$ cat config.mk
export PLATFORM = sky130hd
export DESIGN_NAME = regfile_scoreboard
export DESIGN_NICKNAME = d
export VERILOG_FILES = /design/src/rtl/regfile_pkg.sv /design/src/rtl/regfile_pend_ctr.sv /design/src/rtl/regfile_scoreboard.sv
export SDC_FILE = /design/constraint.sdc
export NUM_CORES = 2
export LEC_CHECK = 0
export CORE_ASPECT_RATIO = 1.2
export CORE_MARGIN = 8
export CORE_UTILIZATION = 35
export CTS_BUF_LIST = sky130_fd_sc_hd__clkbuf_4 sky130_fd_sc_hd__clkbuf_8
export DETAILED_ROUTE_END_ITERATION = 10
export GPL_TIMING_DRIVEN = 0
export PLACE_DENSITY = 0.52
export REMOVE_ABC_BUFFERS = 1
export SLEW_MARGIN = 20
export SYNTH_ARGS = -nofsm -noshare
export SYNTH_HDL_FRONTEND = slang
export SYNTH_SLANG_ARGS = --single-unit
$ cat constraint.sdc
create_clock -name clk -period 50.8 [get_ports clk]
set_input_delay 10.16 -clock clk [delete_from_list [all_inputs] [get_ports clk]]
set_output_delay 10.16 -clock clk [all_outputs]
set_load 0.02 [all_outputs]
$ cat src/rtl/regfile_pkg.sv
// Shared defaults and helpers for the scoreboarded MIPS register file.
package regfile_pkg;

  localparam int DATA_W_DEF   = 32;
  localparam int ADDR_W_DEF   = 5;
  localparam int NREAD_DEF    = 2;
  localparam int PEND_W_DEF   = 2;
  localparam bit ZERO_REG_DEF = 1'b1;

  // A register is tracked unless it is the hardwired zero register.
  function automatic logic tracked(input logic zero_reg, input logic addr_is_zero);
    return !(zero_reg && addr_is_zero);
  endfunction

endpackage

$ cat src/rtl/regfile_pend_ctr.sv
// Saturating pending-write counter for one register; inc and dec together hold the count.
module regfile_pend_ctr
  import regfile_pkg::*;
#(
  parameter int PEND_W = PEND_W_DEF
) (
  input  logic              clk,
  input  logic              reset,
  input  logic              inc,
  input  logic              dec,
  output logic [PEND_W-1:0] cnt,
  output logic              zero,
  output logic              full,
  output logic              underflow
);

  logic [PEND_W-1:0] cnt_q;
  logic [PEND_W-1:0] cnt_d;
  logic              inc_ok;
  logic              dec_ok;

  assign zero      = (cnt_q == '0);
  assign full      = (cnt_q == '1);
  assign inc_ok    = inc & ~full;
  assign dec_ok    = dec & ~zero;
  assign underflow = dec & zero;
  assign cnt       = cnt_q;

  always_comb begin
    cnt_d = cnt_q;
    if (inc_ok && !dec_ok) begin
      cnt_d = cnt_q + PEND_W'(1);
    end else if (dec_ok && !inc_ok) begin
      cnt_d = cnt_q - PEND_W'(1);
    end
  end

  always_ff @(posedge clk or posedge reset) begin
    if (reset) begin
      cnt_q <= '0;
    end else begin
      cnt_q <= cnt_d;
    end
  end

endmodule

$ cat src/rtl/regfile_scoreboard.sv
// Multi-port register file with write bypass, zero register and per-register
// pending-write scoreboard feeding the hazard unit.
module regfile_scoreboard
  import regfile_pkg::*;
#(
  parameter int DATA_W   = DATA_W_DEF,
  parameter int ADDR_W   = ADDR_W_DEF,
  parameter int NREAD    = NREAD_DEF,
  parameter int PEND_W   = PEND_W_DEF,
  parameter bit ZERO_REG = ZERO_REG_DEF
) (
  input  logic                    clk,
  input  logic                    reset,
  input  logic [NREAD*ADDR_W-1:0] ra,
  output logic [NREAD*DATA_W-1:0] rd,
  output logic [NREAD-1:0]        rbusy,
  input  logic                    we,
  input  logic [ADDR_W-1:0]       wa,
  input  logic [DATA_W-1:0]       wd,
  input  logic                    wretire,
  input  logic                    iss_valid,
  input  logic [ADDR_W-1:0]       iss_addr,
  output logic                    iss_ready,
  output logic                    err
);

  localparam int DEPTH = 2 ** ADDR_W;

  logic [DATA_W-1:0] mem_q [DEPTH];
  logic [DATA_W-1:0] mem_d [DEPTH];
  logic              err_q;
  logic              err_d;

  logic [PEND_W-1:0] cnt [DEPTH];
  logic [DEPTH-1:0]  cnt_zero;
  logic [DEPTH-1:0]  cnt_full;
  logic [DEPTH-1:0]  cnt_uflow;
  logic [DEPTH-1:0]  inc_vec;
  logic [DEPTH-1:0]  dec_vec;

  logic wr_ok;
  logic ret_ok;
  logic iss_trk;
  logic iss_ok;

  // Reset gates every write, retire and issue so nothing leaks through bypass.
  assign wr_ok     = we & ~reset & tracked(ZERO_REG, wa == '0);
  assign ret_ok    = wr_ok & wretire;
  assign iss_trk   = tracked(ZERO_REG, iss_addr == '0);
  assign iss_ready = reset | ~iss_trk | ~cnt_full[iss_addr];
  assign iss_ok    = iss_valid & iss_ready & iss_trk & ~reset;

  for (genvar r = 0; r < DEPTH; r++) begin : g_pend
    assign inc_vec[r] = iss_ok & (iss_addr == ADDR_W'(r));
    assign dec_vec[r] = ret_ok & (wa == ADDR_W'(r));

    regfile_pend_ctr #(
      .PEND_W(PEND_W)
    ) u_ctr (
      .clk      (clk),
      .reset    (reset),
      .inc      (inc_vec[r]),
      .dec      (dec_vec[r]),
      .cnt      (cnt[r]),
      .zero     (cnt_zero[r]),
      .full     (cnt_full[r]),
      .underflow(cnt_uflow[r])
    );
  end

  always_comb begin
    mem_d = mem_q;
    if (wr_ok) begin
      mem_d[wa] = wd;
    end
  end

  assign err_d = err_q | (|cnt_uflow);
  assign err   = err_q;

  always_ff @(posedge clk or posedge reset) begin
    if (reset) begin
      for (int i = 0; i < DEPTH; i++) begin
        mem_q[i] <= '0;
      end
      err_q <= 1'b0;
    end else begin
      mem_q <= mem_d;
      err_q <= err_d;
    end
  end

  // Busy looks through a same-cycle retire so it drops together with the data bypass.
  for (genvar i = 0; i < NREAD; i++) begin : g_rd
    logic [ADDR_W-1:0] rd_addr;
    logic              rd_trk;
    logic              rd_byp;
    logic              rd_dec;
    logic [PEND_W-1:0] cnt_left;

    assign rd_addr  = ra[i*ADDR_W +: ADDR_W];
    assign rd_trk   = tracked(ZERO_REG, rd_addr == '0);
    assign rd_byp   = wr_ok & (wa == rd_addr);
    assign rd_dec   = ret_ok & (wa == rd_addr) & ~cnt_zero[rd_addr];
    assign cnt_left = cnt[rd_addr] - PEND_W'(rd_dec);

    assign rd[i*DATA_W +: DATA_W] = (reset || !rd_trk) ? '0 :
                                    rd_byp             ? wd : mem_q[rd_addr];
    assign rbusy[i] = ~reset & rd_trk & (cnt_left != '0);
  end

endmodule

# [After elaboration in Yosys (flattened, before gate mapping)]
# Cells that the tools add are included.
# W data, S select, Z words.
[totals] ff_bits=1089 in_bits=57 out_inout_bits=68 wordCells=779
[classes] n_addsub=66 magnitude_cmp=7 n_eq_ne=96 n_mux=89 bitwise_logic=250 n_reduce_logical=206
[op_table] cell="$bwmux W1024" count=1
[op_table] cell="$bmux W32 S5" count=2
[op_table] cell="$mux W32" count=9
[op_table] cell="$and A1 B1 Y1" count=176
[op_table] cell="$demux W32 S5" count=1
[op_table] cell="$eq A5 B5 Y1 const B" count=32
[op_table] cell="$mux W2" count=68
[op_table] cell="$eq A5 B4 Y1 const B" count=16
[op_table] cell="$logic_not A1 Y1" count=68
[op_table] cell="$not A1 Y1" count=68
[op_table] cell="$reduce_bool A2 Y1" count=34
[op_table] cell="$logic_and A1 B1 Y1" count=65
[op_table] cell="$add A2 B1 Y2 const B" count=32
[op_table] cell="$eq A2 B2 Y1 const B" count=32
[op_table] cell="$logic_not A2 Y1" count=32
[op_table] cell="$sub A2 B1 Y2 const B" count=32
[op_table] cell="$eq A5 B3 Y1 const B" count=8
[op_table] cell="$reduce_or A32 Y1" count=1
[op_table] cell="$bmux W2 S5" count=2
[op_table] cell="$eq A5 B2 Y1 const B" count=4
[op_table] cell="$logic_not A5 Y1" count=4
[op_table] cell="$ge A6 B6 Y1 const B" count=3
[op_table] cell="$lt A5 B6 Y1 const B" count=3
[op_table] cell="$not A5 Y6" count=3
[op_table] cell="other kinds (8)" count=18

# [Depth between registers and ports, before layout]
[logic_depth] ltp_word=14 mapped_depth=11

# [Modules after synthesis]
# A second synthesis with hierarchy kept.
[unflattened] cells_unflattened=4362 hier_area_um2=61585.3
[modules_own_cells] module="regfile_scoreboard" instances=1 cells_each=3946 area_per_inst_um2=57581.5
[modules_own_cells] module="regfile_pend_ctr" instances=32 cells_each=13 area_per_inst_um2=125.1

# [Worst setup path before layout]
# Ideal clock, no wire load.
[synth_path] path_type="input-to-output" from="in reset" to="out iss_ready" arrival_ns=37.554 required_time_ns=40.640 path_slack_ns=3.086 stages=2 cell_sequence="inv_1 -> nand3_1"
[synth_via] elab_chain_cells=2
[synth_rtl] item="from (decl)" line="regfile_scoreboard.sv:13" rtl="input logic reset,"
[synth_rtl] item="$or A1 B1 Y1 (2 in a row)" line="regfile_scoreboard.sv:50" rtl="assign iss_ready = reset | ~iss_trk | ~cnt_full[iss_addr];"
[synth_rtl] item="to (decl)" line="regfile_scoreboard.sv:23" rtl="output logic iss_ready,"
# Every way passes these cells.

# [Final worst setup path]
[layout_path] from="in ra[0]" to="out rd[20]"
[layout_via] elab_chain_cells=6
[layout_rtl] item="from (decl)" line="regfile_scoreboard.sv:14" rtl="input logic [NREAD*ADDR_W-1:0] ra,"
[layout_rtl] item="$not A5 Y6 (not written as such)" line="regfile_scoreboard.sv:108" rtl="rd_byp ? wd : mem_q[rd_addr];"
[layout_rtl] item="$bmux W32 S5" line="regfile_scoreboard.sv:108"
[layout_rtl] item="$mux W32 (not written as such) (2 in a row)" line="regfile_scoreboard.sv:108"
[layout_rtl] item="$mux W32" line="regfile_scoreboard.sv:108"
[layout_rtl] item="$mux W32 (*)" line="regfile_scoreboard.sv:107" rtl="assign rd[i*DATA_W +: DATA_W] = (reset || !rd_trk) ? '0 :"
[layout_rtl] item="to (decl)" line="regfile_scoreboard.sv:15" rtl="output logic [NREAD*DATA_W-1:0] rd,"
# Every way passes the cells marked *; elsewhere a longest branch is shown, timed or not. The select of a mux whose other input is x is not followed.

==> impl_metrics.py <==
metrics = {
    "routing": {
        "drc": 0,
        "first_pass_iters": 6,
        "viasPerCell": 6.07,
        "vias": 44800,
        "ant_nets": 0,
        "drt_iter0_drc": 3769,
        "wl_per_cell_um": 30.5,
        "drt-total-wl_um": 225000,
    },
    "synthesis": {
        "synth_edf_count": 0,
        "syn_area_sq_mm": 0.0628,
        "synthFlopType": "dfrtp_1",
        "yosys.area.top_type": "dfrtp_1",
        "ys_seq_area_share_pct": 43.4,
        "async_reset_ff_share_pct": 100,
        "synth.distinct_cells": 73,
        "ys_warn_count": 0,
        "ys_ff_latch": 1089,
        "avgSynthCellArea_sq_um": 12.5,
        "syn_inst": 5012,
        "synth.most_common_cell": "dfrtp_1",
        "ys_top_cells_by_area": "dfrtp_1 (43%), mux2_2 (18%), mux4_2 (11%)",
        "synth.top_cell.area_share_pct": 43.4,
        "netlist_top_cells_count": "dfrtp_1 (1,089), mux2_2 (1,005), mux2i_1 (451)",
    },
    "cts": {
        "htree_levels": 4,
        "ctsResizeCount": 0,
        "post_cts_buffers": 0,
        "cts_sinks": 1089,
        "cts_tree": "built",
        "root_buffer": "clkbuf_8",
        "postCtsHoldBufs": 0,
        "cts.path.max_buffers": 3,
        "cts_buffers": 185,
        "clkLatencyLatePin_ns": 0.94,
        "path_clk_slew_ns": 0.06,
    },
    "sta": {
        "setup_ws_ns": 26.18,
        "skew_ns": 0.0370,
        "setup_viol": 0,
        "rsz0062_at_grt": "false",
        "fmax_ghz": 0.0406,
        "hold_ws_ns": 0.399,
        "max_slew_margin_pct": 25.3,
        "hold_viol_final": 0,
        "finalCritPeriodShare_pct": 48.5,
        "drv_slew": 0,
        "period_needed_ns": 24.62,
        "tightestPinTransition_ns": 1.12,
    },
    "layout": {
        "instances_no_fill": 7371,
        "fin_area_sq_mm": 0.0720,
        "fin_util_pct": 40.3,
        "drive_gt1_share_pct": 37.1,
        "fillerInstances": 16600,
        "syn_to_final_growth_pct": 14.7,
        "layout.nets": 4990,
    },
    "run_status": {
        "status": "finished, final reports clean",
    },
    "critical_path": {
        "crit_required_ns": 40.64,
        "r2r_cells": 10,
        "cpMostUsedCell": "buf_16",
        "cp_top_family": "buffers and inverters",
        "critPathKind": "input pin to primary output",
        "worstSetupStartpointType": "input pin",
        "critPathMaxFanout": 64,
        "critPathMaxStageDelay_ns": 0.74,
        "cp.arrival_ns": 14.46,
        "r2r_start": "g_pend[27].u_ctr.cnt[0]",
        "path_buf_inv": 6,
        "path_cells": "buf_8, buf_16, buf_16, buf_16, buf_16, mux2_2, o21ai_0, a21oi_1, nor3_1, o32a_1, a21oi_1, clkdlybuf4s50_1",
        "regToRegSetupSlack_ns": 47.92,
        "endpoint_kind": "primary output",
        "r2r-end": "g_pend[25].u_ctr.cnt[1]",
        "cp_slowest_cell": "clkdlybuf4s50_1",
    },
    "die": {
        "rows": 170,
        "die_h_um": 480,
        "die_area_sq_mm": 0.193,
        "die_x_um": 403,
        "io_pins": 125,
        "core_area_sq_mm": 0.178,
        "start_util_pct": 35.2,
    },
    "hold_path": {
        "hold_start": "mem_q[1007]",
        "hold_depth": 0,
        "min_to": "mem_q[1007]",
        "min_path_type": "flop to flop",
    },
    "global_route": {
        "grt_usage_pct": 22.8,
        "antenna_found_initial": 11,
        "grt_max_degree": 100,
        "grt_pass1_vias": 46700,
        "grt-ovfl-total": 0,
        "grt_pass1_wl_um": 328000,
    },
    "job": {
        "max_cap_violations": 0,
    },
    "placement": {
        "gp_congestion": 0.839,
        "hpwl_um": 138000,
        "place_area_sq_mm": 0.0681,
        "port_buffers": 124,
        "placed_cells_incl_taps": 7036,
        "dp_slack_ns": 26.12,
    },
    "power": {
        "irDropWorstVdd_mv": 0.0278,
        "power_density_mw_per_mm2": 34.1,
        "power_leakage_nw": 32.1,
    },
}
==> kinds of logic after synthesis <==
| kind of cell | count (synthesis) | share of synthesized area (%) |
|---|---|---|
| xor+xnor | 107 | 1.49 |
| flops | 1089 | 43.4 |
| mux | 1751 | 35.8 |
| compound gates | 757 | 8.82 |
| buf+inv | 572 | 4.42 |
| other cells | 2 | 0.0120 |
| fa+ha+maj | 32 | 0.638 |
| simple gates | 702 | 5.39 |
==> layout make-up <==
type | count | area, sq um | share of cell area (%)
Multi-Input combinational cell | 3351 | 33100 | 46.0
Tap cell | 2322 | 2910 | 4.04
Sequential cell | 1089 | 27300 | 37.9
Clock buffer | 298 | 3710 | 5.16
Clock inverter | 31 | 264 | 0.367
Timing Repair Buffer | 265 | 4680 | 6.51
Inverter | 9 | 51.3 | 0.0713
Antenna cell | 6 | 15.0 | 0.0209
==> flip-flops by register name, indices dropped and copies added (netlist names) <==
register	flops
err	1
mem_q	1024
g_pend.u_ctr.cnt	64
==> stage by stage <==
stage / setup TNS, ns / power [mW]
floorplan: 0 / 1.41
global placement: -5557.36 / 1.68
detailed placement: 0 / 1.61
CTS: 0 / 2.48
global route: 0 / 2.57
finish: 0 / 2.45
==> layer usage <==
| layer | up-vias | routed length (um) | GRT usage, % |
|---|---|---|---|
| met4 | 4 | 10700 | 10.0 |
| met2 | 1647 | 105000 | 36.7 |
| li1 | 18900 | - | - |
| met3 | 532 | 14100 | 4.50 |
| met1 | 23700 | 95100 | 29.9 |
| met5 | - | 19 | 0 |
==> how the worst max path moves through the flow <==
| stage | startpoint | cells after the start | slack, ns | endpoint |
|---|---|---|---|---|
| floorplan | reset | 2 | 3.09 | iss_ready |
| global placement | ra[1] | 6 | -14.21 | rd[6] |
| detailed placement | ra[0] | 12 | 26.12 | rd[20] |
| CTS | ra[0] | 12 | 26.12 | rd[20] |
| global route | ra[0] | 11 | 25.93 | rd[15] |
| finish | ra[0] | 12 | 26.18 | rd[20] |
==> cells in the final DEF (no fill, tap or decap), drive strengths merged, types with 17 or more instances in the layout <==
cell type,Yosys,final
mux4,295,295
clkdlybuf4s50,0,83
xnor2,39,39
and3,59,59
nand3,23,23
mux2i,451,451
o32a,65,65
buf,261,182
clkinv,0,17
nand2,302,302
nor2b,62,62
xor2,68,68
ha,32,32
a221o,55,55
dfrtp,1089,1089
o21ai,159,159
a21oi,149,149
nor2,85,85
a22oi,56,56
nor3,92,92
mux2,1005,1005
clkbuf,302,298
a311oi,54,54
a221oi,151,151
==> report_power, final <==
group / internal [mW] / switching (mW)
clock: 0.476 / 0.382
combinational: 0.260 / 0.229
sequential: 0.991 / 0.115
No activity file was read; power rests on OpenSTA's default activity.
